`src/rtl/sq_fwd_pkg.sv`:
```
// Shared types and constants for the store queue: entry packet layout and the
// default geometry.
package sq_fwd_pkg;

   localparam int SQ_DEPTH = 8;
   localparam int SQ_IDXW  = $clog2(SQ_DEPTH);

   typedef struct packed {
      logic        ready;
      logic [3:0]  usebytes;
      logic [31:0] addr;
      logic [31:0] data;
   } sq_entry_t;

   localparam sq_entry_t SQ_ZERO = '0;

endpackage

```
`src/rtl/sq_fwd_select.sv`:
```
// Age-ordered byte forwarding search: walks the older stores youngest-first and
// lets the first ready, word-matching store claim each requested byte lane.
module sq_fwd_select
   import sq_fwd_pkg::*;
#(
   parameter int DEPTH = SQ_DEPTH,
   parameter int IDXW  = $clog2(DEPTH)
) (
   input  sq_entry_t [DEPTH-1:0] entries,
   input  logic [IDXW-1:0]       head,
   input  logic [IDXW:0]         n_older,
   input  logic                  ld_valid,
   input  logic [31:0]           ld_addr,
   input  logic [3:0]            ld_usebytes,
   output logic [3:0]            fwd_bytes,
   output logic [31:0]           fwd_data,
   output logic                  fwd_stall
);

   localparam int PW = IDXW + 1;

   logic [3:0]      need;
   logic [3:0]      bytes;
   logic [31:0]     data;
   logic            stall;
   logic [PW-1:0]   pos;
   logic [IDXW-1:0] idx;
   sq_entry_t       e;
   logic            unused_bits;

   // Byte offset bits never take part in the word match.
   assign unused_bits = ^{ld_addr[1:0], entries};

   always_comb begin
      need  = ld_usebytes;
      bytes = '0;
      data  = '0;
      stall = 1'b0;
      pos   = '0;
      idx   = '0;
      e     = SQ_ZERO;
      for (int k = 0; k < DEPTH; k++) begin
         if ((PW'(k) < n_older) && (need != 4'b0000) && !stall) begin
            pos = n_older - PW'(k + 1);
            idx = head + pos[IDXW-1:0];
            e   = entries[idx];
            if (!e.ready) begin
               stall = 1'b1;
            end else if (e.addr[31:2] == ld_addr[31:2]) begin
               for (int b = 0; b < 4; b++) begin
                  if (need[b] && e.usebytes[b]) begin
                     bytes[b]       = 1'b1;
                     data[8*b +: 8] = e.data[8*b +: 8];
                     need[b]        = 1'b0;
                  end
               end
            end
         end
      end
   end

   assign fwd_stall = ld_valid && stall;
   assign fwd_bytes = (ld_valid && !stall) ? bytes : 4'b0000;
   assign fwd_data  = (ld_valid && !stall) ? data  : 32'h0;

endmodule

```
`src/rtl/sq_fwd.sv`:
```
// Circular store queue with wrap-bit pointers, multi-lane dispatch/execute/retire,
// full squash and store-to-load forwarding.
module sq_fwd
   import sq_fwd_pkg::*;
#(
   parameter int DEPTH  = SQ_DEPTH,
   parameter int DISP_W = 3,
   parameter int EXE_W  = 2,
   parameter int RET_W  = 3,
   parameter int IDXW   = $clog2(DEPTH)
) (
   input  logic                          clock,
   input  logic                          reset,
`ifdef TEST_MODE
   output sq_entry_t [DEPTH-1:0]         sq_display,
   output logic [IDXW:0]                 head_dis,
   output logic [IDXW:0]                 tail_dis,
   output logic [IDXW:0]                 filled_num_dis,
`endif
   output logic [DISP_W-1:0]             struct_stall,
   input  logic [DISP_W-1:0]             dispatch,
   output logic [DISP_W-1:0][IDXW-1:0]   new_entry_idx,
   input  logic [EXE_W-1:0]              exe_valid,
   input  logic [EXE_W-1:0][IDXW-1:0]    exe_idx,
   input  sq_entry_t [EXE_W-1:0]         exe_store,
   input  logic [RET_W-1:0]              retire,
   output sq_entry_t [RET_W-1:0]         cache_wb,
   input  logic                          squash,
   input  logic                          ld_valid,
   input  logic [31:0]                   ld_addr,
   input  logic [3:0]                    ld_usebytes,
   input  logic [IDXW:0]                 ld_tail,
   output logic [3:0]                    fwd_bytes,
   output logic [31:0]                   fwd_data,
   output logic                          fwd_stall
);

   localparam int PW = IDXW + 1;

   logic [PW-1:0]         head_ptr, tail_ptr, count;
   logic [PW-1:0]         head_n, tail_n, count_n;
   logic [PW-1:0]         ndisp, nret, free_slots;
   logic [PW-1:0]         n_raw, n_older;
   logic [IDXW-1:0]       off;
   sq_entry_t [DEPTH-1:0] entries, entries_n;

   always_comb begin
      ndisp = '0;
      nret  = '0;
      for (int i = 0; i < DISP_W; i++) ndisp = ndisp + PW'(dispatch[i]);
      for (int i = 0; i < RET_W; i++)  nret  = nret + PW'(retire[i]);
   end

   always_comb begin
      off = '0;
      for (int i = 0; i < DISP_W; i++) begin
         new_entry_idx[i] = tail_ptr[IDXW-1:0] + off;
         off              = off + IDXW'(dispatch[i]);
      end
   end

   // Stall looks at the current occupancy only; space freed by a retire this cycle is not reused.
   assign free_slots = PW'(DEPTH) - count;

   always_comb begin
      for (int i = 0; i < DISP_W; i++) struct_stall[i] = (free_slots < PW'(i + 1));
   end

   always_comb begin
      for (int i = 0; i < RET_W; i++) begin
         cache_wb[i] = (PW'(i) < count) ? entries[head_ptr[IDXW-1:0] + IDXW'(i)] : SQ_ZERO;
      end
   end

   always_comb begin
      entries_n = entries;
      head_n    = head_ptr + nret;
      tail_n    = tail_ptr + ndisp;
      count_n   = count + ndisp - nret;
      if (squash) begin
         entries_n = '0;
         tail_n    = head_n;
         count_n   = '0;
      end else begin
         for (int p = 0; p < EXE_W; p++) begin
            if (exe_valid[p]) entries_n[exe_idx[p]] = exe_store[p];
         end
         for (int i = 0; i < DISP_W; i++) begin
            if (dispatch[i]) entries_n[new_entry_idx[i]] = SQ_ZERO;
         end
         for (int i = 0; i < RET_W; i++) begin
            if (retire[i]) entries_n[head_ptr[IDXW-1:0] + IDXW'(i)] = SQ_ZERO;
         end
      end
   end

   always_ff @(posedge clock) begin
      if (reset) begin
         head_ptr <= '0;
         tail_ptr <= '0;
         count    <= '0;
         entries  <= '0;
      end else begin
         head_ptr <= head_n;
         tail_ptr <= tail_n;
         count    <= count_n;
         entries  <= entries_n;
      end
   end

   // A snapshot behind the current head means every older store has retired.
   assign n_raw   = ld_tail - head_ptr;
   assign n_older = (n_raw > PW'(DEPTH)) ? '0 : n_raw;

   sq_fwd_select #(.DEPTH(DEPTH), .IDXW(IDXW)) u_select (
      .entries     (entries),
      .head        (head_ptr[IDXW-1:0]),
      .n_older     (n_older),
      .ld_valid    (ld_valid),
      .ld_addr     (ld_addr),
      .ld_usebytes (ld_usebytes),
      .fwd_bytes   (fwd_bytes),
      .fwd_data    (fwd_data),
      .fwd_stall   (fwd_stall)
   );

`ifdef TEST_MODE
   assign sq_display     = entries;
   assign head_dis       = head_ptr;
   assign tail_dis       = tail_ptr;
   assign filled_num_dis = count;
`endif

endmodule

```
`config.mk`:
```
export PLATFORM = sky130hd
export DESIGN_NAME = sq_fwd
export DESIGN_NICKNAME = d
export VERILOG_FILES = /design/src/rtl/sq_fwd_pkg.sv /design/src/rtl/sq_fwd_select.sv /design/src/rtl/sq_fwd.sv
export SDC_FILE = /design/constraint.sdc
export NUM_CORES = 2
export LEC_CHECK = 0
export BUFFER_PORTS_ARGS = -buffer_cell sky130_fd_sc_hd__buf_4
export CORE_ASPECT_RATIO = 0.8
export CORE_UTILIZATION = 56
export DETAILED_ROUTE_END_ITERATION = 7
export PLACE_DENSITY_LB_ADDON = 0.1
export SLEW_MARGIN = 5
export SYNTH_ARGS = -nofsm -noshare
export SYNTH_HDL_FRONTEND = slang
export SYNTH_SLANG_ARGS = --single-unit
```
`constraint.sdc`:
```
create_clock -name clock -period 12.8 [get_ports clock]
set_input_delay 1.92 -clock clock [delete_from_list [all_inputs] [get_ports clock]]
set_output_delay 1.92 -clock clock [all_outputs]
set_load 0.05 [all_outputs]
```
# == After elaboration in Yosys (flattened, before gate mapping) ==
# Index checks and enable logic that the tools add are counted.
# W data, S select, Z words.
# word_totals
n_memories,0
ram_bits,0
mem_bits_ro,0
word_cells,438
latch_bits,0
output_inout_bits,256
ff_bits,564
# op_classes
eq_ne,8
muxes,239
n_reduce_logical,74
shift,0
n_addsub,31
mul,0
n_div,0
bitwise_logic,12
order_cmp,39
# op_table
cell,count
$mux W552,15
$and A552 B552 Y552,6
$not A552 Y552,6
$bmux W69 S3,11
$demux W69 S3,8
$mux W69,22
$bwmux W552,2
$mux W32,25
$mux W8,32
$eq A30 B30 Y1,8
$mux W4,48
$mux W1,76
$lt A3 B4 Y1 const B,16
$logic_and A1 B1 Y1,57
$reduce_bool A4 Y1,8
$add A3 B3 Y3,8
$ge A3 B1 Y1 const B,8
$lt A1 B4 Y1 const A,4
$lt A3 B4 Y1 const A,4
$add A4 B3 Y4,3
$lt A2 B4 Y1 const A,3
$sub A3 B3 Y3 const B,4
$logic_not A1 Y1,8
$lt A4 B2 Y1 const B,2
14 further kinds,19

# == Longest topological paths before layout ==
# depth
depth_word,49
depth_mapped,37
mapped_depth_nobuf,29

# == Modules after synthesis ==
# A second synthesis with hierarchy kept.
# unflattened
hier_cells,6859
hier_area_um2,64884.7
# by_module_without_submodules
module,area_per_inst_um2,instances,cells_per_inst,seq_area_each_um2
sq_fwd,38933.6,1,4138,11270.8
sq_fwd_select,25951.1,1,2721,0.0

# == Least setup slack after synthesis ==
# No wires, ideal clock.
# synth_path
kind,in2out
from,input port ld_tail[2]
to,output port fwd_bytes[1]
t_required_ns,10.880
path_stages,28
arrival_ns,9.876
setup_slack_ns,1.004
path_cell_list,ha_1 a21oi_1 nand3_1 nand2_1 nand2_1 ha_1 fa_1 buf_2 buf_2 buf_2 buf_2 clkbuf_1 mux4_2 xnor2_1 nand3_1 a221oi_1 nand4_1 o31a_1 o41ai_4 nand3_1 o21ai_1 a41oi_1 or4_1 o21ai_2 a41oi_4 or4b_4 a21oi_4 a21boi_1
# synth_between
elab_chain_len,49
# synth_lines
element,line,text
start: declaration,sq_fwd.sv:32,"input logic [IDXW:0] ld_tail,"
$sub A4 B4 Y4 (*),sq_fwd.sv:112,assign n_raw = ld_tail - head_ptr;
$gt A4 B4 Y1,sq_fwd.sv:113,assign n_older = (n_raw > PW'(DEPTH)) ? '0 : n_raw;
$mux W4 (*),sq_fwd.sv:113,
"parallel branches: the longest is 45 deep, another holds $sub A3 B1 Y3",-,
$mux W4 (*),sq_fwd_select.sv:63,assign fwd_bytes = (ld_valid && !stall) ? bytes : 4'b0000;
end: declaration,sq_fwd.sv:33,"output logic [3:0] fwd_bytes,"
# Mark *: on every way between the ends. The select of a mux whose other input is x is not followed.

# == Worst setup path in the final report ==
# layout_path
from,input port ld_tail[0]
to,output port fwd_data[7]
# layout_between
elab_chain_len,49
# layout_lines
element,line,text
$sub A4 B4 Y4 (*),sq_fwd.sv:112,
$gt A4 B4 Y1,sq_fwd.sv:113,
$mux W4 (*),sq_fwd.sv:113,
"parallel branches: the longest is 45 deep, another holds $sub A3 B1 Y3",-,
$mux W32 (*),sq_fwd_select.sv:64,assign fwd_data = (ld_valid && !stall) ? data : 32'h0;
end: declaration,sq_fwd.sv:34,"output logic [31:0] fwd_data,"
# Marks and branches as above.

==> results.toml <==
[run_status]
status = "finished clean"

[route]
routedWlPerCell_um = 34.8
route.final.wire_length_um = 300000
viasPerCell = 7.61
drt_drc_violations_left = 0
dr.first_iter.drc_count = 11200
num_vias = 65600
dr.pass1.iters = 6
ant_nets = 0

[synthesis]
async_flop_share_pct = 0
netlist_instances = 7086
yosysWarnings = 0
ys.flop_type = "dfxtp_1"
syn_area_per_cell_um2 = 9.06
syn-cell-area_um2 = 64200
post-synth-top-area-fraction_pct = 23.6
synthTopCellsByArea = "mux2i_1, mux4_2, dfxtp_1"
synth.distinct_cells = 88
syn_nets = 7323
synth_edf_count = 0
synth_area_leader_cell = "mux2i_1"
yosysSeqAreaShare_pct = 17.6
ys_ff_latch = 563

[worst_setup_path]
cp.required_ps = 10880
cp_top_family = "simple AND/OR/NAND/NOR gates"
crit_path_max_fanout = 23
critPathBufInv = 10
r2r-start = "head_ptr[1]"
start_kind = "input pin"
worstSetupEndpointType = "output pin"
slowest_delay_ps = 970
rr_worst_depth = 11
r2r_end = "entries[456]"
timing_worst_setup_path_type = "input pin to output pin"
timing.critical_path.slowest_stage_cell = "fa_4"
r2r_slack_ps = 7400
cp_common_cell = "buf_4"
crit_arrival_ps = 10670

[timing]
finClkSkew_ps = 25.1
report.final.slew_viol_count = 0
finalHoldViolCount = 0
period_needed_ps = 12590
slew_headroom_pct = 14.3
holdWs_ps = 600
max_freq_mhz = 79.4
rsz0062_at_grt = "false"
setup_viol = 0
finalSetupTns_ps = 0
finalCritPeriodShare_pct = 98.4
worstMarginPinSlew_ps = 1280

[power]
leakage_nw = 26.2
max-vdd-ir-drop_mv = 0.352
power.density_nw_per_um2 = 174

[clock_network]
cts.sinks = 563
cts_buffers = 68
cts_tree = "built"
clock_latency_ps = 710
cts_buffer_depth = 3
htreeDepth = 3
hold_buffers = 0
clk_pin_slew_worst_paths_ps = 70
cts_root_buf = "clkbuf_16"

[grt]
grt_pass1_wl_um = 430000
grt_use_total_pct = 49.9
overflow = 0
grt_max_degree = 139
grt_antenna_before_repair = 35
grt_pass1_vias = 60400

[min_path]
hold_path.startpoint = "entries[377]"
min_to = "entries[377]"
hp-class = "flop to flop"
holdPathStages = 2

[die]
dieWidth_um = 381
io_pins = 452
die_h_um = 305
dieArea_um2 = 116000
coreArea_um2 = 113000
std_cell_rows = 110
floorplan.initialDensity_pct = 56.8

[placement]
port_buffers = 449
routabilityCongestion = 1.11
hpwl_um = 202000

[layout]
fillers = 9688
area_growth_pct = 11.2
drive_above_1_share_pct = 22.2
num-nets-final = 7292

[flow_run]
drv_cap = 0
## registers in the layout, indices dropped and copies added, names as in the netlist
signal / flops
tail_ptr: 3
head_ptr: 4
entries: 552
count: 4
## how the worst max path moves through the flow
stage | from | endpoint | slack [ps] | depth (start not counted)
5_1_grt | ld_tail[0] | fwd_data[7] | 50 | 31
3_5_place_dp | ld_tail[0] | fwd_data[7] | 340 | 33
4_1_cts | ld_tail[0] | fwd_data[7] | 280 | 33
2_1_floorplan | ld_tail[2] | fwd_bytes[1] | 1000 | 28
3_3_place_gp | ld_tail[2] | fwd_data[7] | 390 | 34
6_report | ld_tail[0] | fwd_data[7] | 210 | 32
## placed cells by master (no fill, tap or decap), drive strengths merged, types with 7 or more instances in the layout
| cell | count |
|---|---|
| fa | 11 |
| a21oi | 314 |
| a211o | 7 |
| inv | 57 |
| mux2i | 1511 |
| nor2 | 785 |
| dfxtp | 563 |
| nand4 | 35 |
| nand3 | 52 |
| and2 | 22 |
| a31oi | 10 |
| o22ai | 160 |
| ha | 30 |
| nor4 | 54 |
| xor2 | 59 |
| nand2b | 14 |
| o41a | 14 |
| mux2 | 19 |
| xnor2 | 211 |
| a2111oi | 7 |
| a22oi | 13 |
| nand2 | 743 |
| nor3 | 49 |
| buf | 723 |
| or3 | 16 |
| clkbuf | 95 |
| a21boi | 26 |
| clkinv | 21 |
| nand3b | 7 |
| mux4 | 645 |
| and3 | 16 |
| o211ai | 14 |
| o221ai | 17 |
| a211oi | 578 |
| or4 | 7 |
| o21ai | 67 |
| nor2b | 18 |
| o31a | 21 |
| o21a | 10 |
## timing repair
action                                  in CTS  in global routing
buffers inserted                             0                  3
gates resized for setup                      0                 12
endpoints found under the setup margin       0                 36
## synth_stat cells, drive strengths merged, types with 21 or more instances
| library cell | count |
|---|---|
| a21oi | 314 |
| xor2 | 59 |
| o21ai | 67 |
| ha | 30 |
| a211oi | 578 |
| o31a | 21 |
| mux2i | 1511 |
| xnor2 | 211 |
| a21boi | 26 |
| nand3 | 52 |
| dfxtp | 563 |
| buf | 342 |
| nand4 | 35 |
| nand2 | 743 |
| o22ai | 160 |
| nor3 | 49 |
| inv | 53 |
| nor4 | 54 |
| nor2 | 785 |
| and2 | 22 |
| clkbuf | 482 |
| mux4 | 645 |
## cell type report
class                   count  area (um2)  area share [%]
clock buffers              95        1930            2.71
well taps                1512        1890            2.65
multi-input cells        5644       50000            70.0
clock inverters            31         357           0.499
flip-flops and latches    563       11300            15.8
inverters                  55         216           0.303
diodes                      6        15.0          0.0210
repair buffers            723        5760            8.07
## power breakdown
part | switching (mW) | total (mW) | internal, mW
clock network | 0.926 | 2.08 | 1.15
registers | 0.128 | 1.94 | 1.81
logic | 5.50 | 8.39 | 2.89
total | 6.55 | 12.4 | 5.85
## cells by family (layout without fill, tap and decap cells)
kind of cell	count (synthesis)	count (layout)	share of synthesized area, %
fa+ha+maj	41	41	0.928
other cells	0	6	0
xor+xnor	271	271	3.73
buf+inv	879	904	5.33
flops	563	563	17.6
mux	2175	2175	46.5
compound gates	1305	1305	13.9
simple gates	1852	1852	12.1
## through the flow
step	utilization (%)	total power, mW	setup WS, ps	cells	area (um2)
finish	63.1	12.4	211	8629	71400
global route	63.1	12.5	51.0	8625	71400
CTS	63.0	12.0	279	8620	71300
detailed placement	61.0	9.98	336	8494	69000
global placement	61.0	9.89	388	8494	69000
floorplan	-	7.22	1000	7086	64200
## worst register-to-register path, stage by stage, from the launching register on
cell and delay (ps):
dfxtp_4 360, buf_4 340, ha_1 300, xnor2_1 550
nand2b_4 620, buf_4 990, o22ai_1 330, nor3_1 380
o31ai_4 110, buf_4 300, buf_4 590, a211oi_1 440
## routing by layer
metal / GRT usage [%] / vias to the layer above / part of all wire, %
li1: - / 26700 / -
met2: 66.4 / 5666 / 39
met1: 69.9 / 32200 / 39
met5: 1.32 / - / 0.15
met4: 18.9 / 58 / 4.7
met3: 22.4 / 1005 / 18
Power figures use the tool's default switching activity.
